<file path="config.mk">
export PLATFORM = sky130hd
export DESIGN_NAME = id_ex_stage_register
export DESIGN_NICKNAME = d
export VERILOG_FILES = /design/src/rtl/id_ex_stage_register.sv
export SDC_FILE = /design/constraint.sdc
export NUM_CORES = 1
export LEC_CHECK = 0
export BUFFER_PORTS_ARGS = -buffer_cell sky130_fd_sc_hd__buf_2
export CAP_MARGIN = 20
export CORE_ASPECT_RATIO = 1.4
export CORE_MARGIN = 3
export CORE_UTILIZATION = 50
export DETAILED_ROUTE_END_ITERATION = 16
export PLACE_DENSITY = 0.81
export SLEW_MARGIN = 20
export SYNTH_ARGS = -nofsm -noshare
export SYNTH_HDL_FRONTEND = slang
export SYNTH_SLANG_ARGS = --single-unit
</file>
<file path="constraint.sdc">
create_clock -name CLK -period 2.3 [get_ports CLK]
set_clock_uncertainty 0.1 [all_clocks]
set_input_delay 0.23 -clock CLK [delete_from_list [all_inputs] [get_ports CLK]]
set_output_delay 0.23 -clock CLK [all_outputs]
set_load 0.1 [all_outputs]
</file>
<file path="src/rtl/id_ex_stage_register.sv">
// ID/EX pipeline register with integrated load-use hazard detection.
// The register captures decoded operands, instruction fields and control bits from ID
// and presents them to EX. It supports bubble insertion, flush and a global hold.
// The optional bubble counter is enabled by defining ID_EX_BUBBLE_COUNT_EN.
module id_ex_stage_register #(
    parameter int unsigned XLEN  = 32,
    parameter int unsigned CNT_W = 16
) (
    input  logic             CLK,
    input  logic             RESET,
    input  logic             stall_in,
    input  logic             flush_in,
    input  logic             valid_in,
    input  logic [XLEN-1:0]  pc_in,
    input  logic [XLEN-1:0]  rs1_data_in,
    input  logic [XLEN-1:0]  rs2_data_in,
    input  logic [XLEN-1:0]  imm_in,
    input  logic [4:0]       rs1_idx_in,
    input  logic [4:0]       rs2_idx_in,
    input  logic [4:0]       instruction_11_7_in,
    input  logic [2:0]       instruction_14_12_in,
    input  logic             instruction_30_in,
    input  logic [1:0]       alu_op_in,
    input  logic             alu_src_in,
    input  logic             branch_in,
    input  logic             mem_read_in,
    input  logic             mem_write_in,
    input  logic             reg_write_in,
    input  logic             mem_to_reg_in,
    output logic [XLEN-1:0]  pc_out,
    output logic [XLEN-1:0]  rs1_data_out,
    output logic [XLEN-1:0]  rs2_data_out,
    output logic [XLEN-1:0]  imm_out,
    output logic [4:0]       rs1_idx_out,
    output logic [4:0]       rs2_idx_out,
    output logic [4:0]       instruction_11_7_out,
    output logic [2:0]       instruction_14_12_out,
    output logic             instruction_30_out,
    output logic [1:0]       alu_op_out,
    output logic             alu_src_out,
    output logic             branch_out,
    output logic             mem_read_out,
    output logic             mem_write_out,
    output logic             reg_write_out,
    output logic             mem_to_reg_out,
    output logic             valid_out,
    output logic             hazard_stall_out,
    output logic [CNT_W-1:0] bubble_count_out
);

    logic hazard;
    logic capture;

    // Load-use detection: a valid load in EX writing a register the ID instruction reads
    always_comb begin
        hazard = valid_out & mem_read_out & (instruction_11_7_out != 5'd0) & valid_in
               & ((instruction_11_7_out == rs1_idx_in) | (instruction_11_7_out == rs2_idx_in));
        capture = ~flush_in & ~stall_in & ~hazard;
    end

    assign hazard_stall_out = hazard & ~flush_in & ~stall_in;

    // Data fields: load on a normal advance, otherwise hold (don't-care inside a bubble)
    always_ff @(posedge CLK) begin
        if (RESET) begin
            pc_out                <= '0;
            rs1_data_out          <= '0;
            rs2_data_out          <= '0;
            imm_out               <= '0;
            rs1_idx_out           <= '0;
            rs2_idx_out           <= '0;
            instruction_11_7_out  <= '0;
            instruction_14_12_out <= '0;
            instruction_30_out    <= 1'b0;
        end else if (capture) begin
            pc_out                <= pc_in;
            rs1_data_out          <= rs1_data_in;
            rs2_data_out          <= rs2_data_in;
            imm_out               <= imm_in;
            rs1_idx_out           <= rs1_idx_in;
            rs2_idx_out           <= rs2_idx_in;
            instruction_11_7_out  <= instruction_11_7_in;
            instruction_14_12_out <= instruction_14_12_in;
            instruction_30_out    <= instruction_30_in;
        end
    end

    // Valid and control bits: flush beats stall, stall beats hazard bubble
    always_ff @(posedge CLK) begin
        if (RESET || flush_in || (!stall_in && hazard)) begin
            valid_out      <= 1'b0;
            alu_op_out     <= '0;
            alu_src_out    <= 1'b0;
            branch_out     <= 1'b0;
            mem_read_out   <= 1'b0;
            mem_write_out  <= 1'b0;
            reg_write_out  <= 1'b0;
            mem_to_reg_out <= 1'b0;
        end else if (!stall_in) begin
            valid_out      <= valid_in;
            alu_op_out     <= valid_in ? alu_op_in : 2'b00;
            alu_src_out    <= valid_in & alu_src_in;
            branch_out     <= valid_in & branch_in;
            mem_read_out   <= valid_in & mem_read_in;
            mem_write_out  <= valid_in & mem_write_in;
            reg_write_out  <= valid_in & reg_write_in;
            mem_to_reg_out <= valid_in & mem_to_reg_in;
        end
    end

`ifdef ID_EX_BUBBLE_COUNT_EN
    logic bubble;
    assign bubble = flush_in | (~stall_in & hazard);

    // Saturating count of inserted bubbles (flush or hazard), cleared only by reset
    always_ff @(posedge CLK) begin
        if (RESET) begin
            bubble_count_out <= '0;
        end else if (bubble && (bubble_count_out != '1)) begin
            bubble_count_out <= bubble_count_out + CNT_W'(1);
        end
    end
`else
    assign bubble_count_out = '0;
`endif

endmodule

</file>
Word-level counts from Yosys, hierarchy flattened. Cells that the tools add are included.

Bits in registers: 156. Latch bits: 0. RAM bits: 0. Bits in read-only memories: 0. Input bits: 160. Output and inout port bits: 173. Word-level logic and storage cells: 43. Memories: 0.

$add $sub $neg: 0. $mul: 0. Div/mod/pow operators: 0. Order comparisons: 0. Equality and inequality tests: 2. Shifts and indexed selects: 0. Multiplexer cells: 1. Bitwise operators: 18. Reduce and logical (&&, ||, !) cells: 5.

Operators by type and width (number): 1-bit bitwise AND (14); 5-bit equality test (2); 5-bit nonzero test (1); 1-bit inverter (3); 1-bit logical OR (2); 2-bit 2-to-1 mux (1); 1-bit logical AND (1); 1-bit zero test (1); 1-bit bitwise OR (1).

Depth between registers and ports, before layout.
Word-level depth: 6. Gate-level depth with buffers: 8. Gate-level depth less buffers: 5.

Least setup slack after synthesis. No wires, ideal clock.

Kind: reg-to-output. Start: register instruction_11_7_out[4]. End: output port hazard_stall_out. Arrival time: 4113 ps. Data required time: 1970 ps. Setup slack: -2143 ps. Cell stages (with the launch flop): 8. Path buffers: 3. Path through: dfxtp_1 xor2_1 nor3_2 a22oi_4 buf_6 buf_4 buf_2 nor3_1.

Longest elaborated chain between the ends: 6. Elaborated cells between the ends (all ways): 9. Classes of those cells: eq/ne (2); bitwise (6); reduce/logical (1).

RTL lines: start, declared (RTL line 36) `output logic [4:0] instruction_11_7_out,`; start signal, assigned (RTL line 82) `instruction_11_7_out <= instruction_11_7_in;`; 5-bit nonzero test (RTL line 56) `hazard = valid_out & mem_read_out & (instruction_11_7_out != 5'd0) & valid_in`; 1-bit bitwise AND (2 in a row) (RTL line 56); 1-bit bitwise AND * (RTL line 57) `& ((instruction_11_7_out == rs1_idx_in) | (instruction_11_7_out == rs2_idx_in));`; 1-bit bitwise AND * (2 in a row) (RTL line 61) `assign hazard_stall_out = hazard & ~flush_in & ~stall_in;`; end, declared (RTL line 47) `output logic hazard_stall_out,`.

Mark *: on every way between the ends. The rest lies on a longest branch, timed or not.

Final worst setup path. Same ends and word-level chain as after synthesis.

==> impl_metrics.env <==
export IMPL_syn_avg_cell_area_sq_um=7.394
export IMPL_worst_pin_slew_ns=0.5829
export IMPL_fmax_ghz=0.4496
export IMPL_hold_path_end="rs1_data_out[30]$_SDFFE_PP0P_"
export IMPL_yosys_area_top_type="dfxtp_1"
export IMPL_dp_cells=1632
export IMPL_design_core_area_sq_um=16960
export IMPL_cp_max_fo=6
export IMPL_hold_class="in -> reg"
export IMPL_min_from="rs1_data_in[30]"
export IMPL_initial_core_util_pct=51.50
export IMPL_drive_gt1_share_pct=27.57
export IMPL_synthCells=1181
export IMPL_synth_ff_type="dfxtp_1"
export IMPL_crit_type="reg -> out"
export IMPL_synth_top_cells_by_count="289 x nand2_1, 156 x dfxtp_1, 148 x and3_1, 121 x o311ai_1, 111 x nor2_1"
export IMPL_synth_area_top_cells="dfxtp_1 36%, nand2_1 12%, o311ai_1 12%"
export IMPL_cts_buffer_depth=2
export IMPL_endpoint_kind="primary output"
export IMPL_drv_slew=0
export IMPL_nFillCells=1498
export IMPL_synth_async_reset_ratio_pct=0
export IMPL_r2r_start="instruction_11_7_out[4]$_SDFFE_PP0P_"
export IMPL_clk_pin_slew_ns=0.06
export IMPL_fin_nets=1588
export IMPL_fin_ws_ns=0.07571
export IMPL_ioPinCount=333
export IMPL_core_rowCount=56
export IMPL_cp_data_required_time_ns=1.97
export IMPL_grt_max_degree=158
export IMPL_clk_latency_ns=0.42
export IMPL_outcome="complete, no violations"
export IMPL_worst_r2r_setup_slack_ns=0.13
export IMPL_cts_sink_count=156
export IMPL_overflow=0
export IMPL_grt_util_all_layers_pct=25.89
export IMPL_period_minus_slack_ns=2.224
export IMPL_synth_top_cell_area_share_pct=35.76
export IMPL_slew_headroom_pct=61.14
export IMPL_ir_drop_mv=0.4737
export IMPL_synth_distinct_cells=29
export IMPL_whs_path_depth=4
export IMPL_dieHeight_um=162.4
export IMPL_firstDrtPassIters=5
export IMPL_cts_tree="built"
export IMPL_syn2layout_area_growth_pct=27.58
export IMPL_die_x_um=117.7
export IMPL_reg2reg_to="instruction_30_out$_SDFFE_PP0P_"
export IMPL_cts_root_buffer="clkbuf_16"
export IMPL_post_route_drc_count=0
export IMPL_synth_edf_count=0
export IMPL_finalSetupViolations=0
export IMPL_pre_cts_ws_ns=0.2520
export IMPL_ys_ff_latch=156
export IMPL_vias_per_cell=5.739
export IMPL_antenna_found_initial=3
export IMPL_grt_pass1_wl_um=41720
export IMPL_fin_setup_tns_ns=0
export IMPL_final_cells=1675
export IMPL_htree_levels=4
export IMPL_synthesis_area_sq_um=8732
export IMPL_hold_violations=0
export IMPL_avgRoutedWirePerCell_um=15.53
export IMPL_grt_pass1_vias=8640
export IMPL_final_seq_area_sq_um=3149
export IMPL_dp_hpwl_um=17610
export IMPL_cp_start_kind="flip-flop"
export IMPL_synth_most_common_cell="nand2_1"
export IMPL_vias=9613
export IMPL_gp_congestion=0.8473
export IMPL_dieArea_sq_um=19110
export IMPL_drt_iter0_drc=733
export IMPL_cts_buffers=17
export IMPL_critPathArrivalTime_ns=1.89
export IMPL_io_buffer_count=316
export IMPL_worst_hold_slack_ns=0.08479
export IMPL_ant_nets=0
export IMPL_drv_cap=0
export IMPL_multi_input_area_sq_um=4955
export IMPL_seq_area_frac_synth_pct=35.76
export IMPL_rsz0062_at_grt="false"
export IMPL_power_density_nw_per_um2=800.2
export IMPL_ff2ff_path_depth=6
export IMPL_fin_crit_sh_pct=96.71
export IMPL_leakage_uw=0.005455
export IMPL_power_uw=8915
export IMPL_drt_total_wl_um=26010
export IMPL_yosysWarnings=0
==> registers in the layout, summed over array words and instances (netlist names), 2 cells and up <==
name,cells
alu_op_out,2
imm_out,32
instruction_11_7_out,5
instruction_14_12_out,3
pc_out,32
rs1_data_out,32
rs1_idx_out,5
rs2_data_out,32
rs2_idx_out,5
==> power breakdown <==
part / switching, uW / leakage, uW / internal [uW]
combinational: 2480 / 0.00388 / 599
sequential: 127 / 0.00129 / 2940
clock: 1110 / 0.000284 / 1650
==> metrics by stage <==
stage,utilization (%),instance area (sq um)
4_1_cts,65.66,11130
3_5_place_dp,61.73,10470
6_report,65.70,11140
5_1_grt,65.69,11140
2_1_floorplan,-,8837
3_3_place_gp,61.73,10470
==> critical path: stages (launching register included) <==
cell     delay [ns]
dfxtp_4        0.36
or4_1          0.59
o21ai_4        0.22
nor3_4         0.06
buf_4          0.24
==> layout make-up <==
type	count	area share [%]
diodes	3	0.06739
inverters	1	0.07862
well taps	232	2.606
repair buffers	361	19.34
multi-input cells	891	44.47
clock inverters	10	1.033
flip-flops and latches	156	28.27
clock buffers	21	4.133
==> cell families (layout without fill, tap and decap cells) <==
logic type	count (synthesis)	after routing	share of synthesized area, %
AND/OR/NAND/NOR	559	559	28.61
AO/OA/AOI/OAI	306	306	26.14
flip-flops	156	156	35.76
buffers and inverters	149	393	8.440
XOR/XNOR	10	10	1.003
other	1	19	0.04294
==> what timing repair did <==
action                                  4_1_cts  5_1_grt
endpoints found under the hold margin         8        0
gates resized for setup                       1        0
endpoints found under the setup margin        1        0
hold buffers                                  8        0
buffers inserted                              1        0
==> metal layers <==
layer | GRT usage (%) | vias to the layer above | share of wire [%]
li1 | - | 4748 | -
met1 | 31.00 | 4437 | 40
met2 | 44.39 | 362 | 50
met3 | 6.081 | 66 | 6.5
met4 | 11.41 | 0 | 3.9
met5 | 0 | - | 0
==> cells in the final DEF (no fill, tap or decap), types with 21 or more instances in the layout <==
| cell type | n |
|---|---|
| a2bb2oi_1 | 34 |
| buf_2 | 315 |
| nor2_1 | 110 |
| o311ai_1 | 121 |
| nand2_1 | 289 |
| o311ai_0 | 21 |
| a21oi_1 | 108 |
| and3_1 | 148 |
| buf_4 | 21 |
| dfxtp_1 | 149 |
==> worst max-delay path by stage <==
stage                                         start                                     to  slack, ns  cells after the start
3_5_place_dp   instruction_11_7_out[4]$_SDFFE_PP0P_  instruction_14_12_out[2]$_SDFFE_PP0P_       0.25                      4
5_1_grt        instruction_11_7_out[4]$_SDFFE_PP0P_                       hazard_stall_out       0.04                      4
6_report       instruction_11_7_out[4]$_SDFFE_PP0P_                       hazard_stall_out       0.08                      4
3_3_place_gp   instruction_11_7_out[4]$_SDFFE_PP0P_        instruction_30_out$_SDFFE_PP0P_       0.28                      5
4_1_cts        instruction_11_7_out[4]$_SDFFE_PP0P_                       hazard_stall_out       0.07                      4
2_1_floorplan  instruction_11_7_out[3]$_SDFFE_PP0P_                       hazard_stall_out      -0.22                      7
Power figures use the tool's default switching activity.
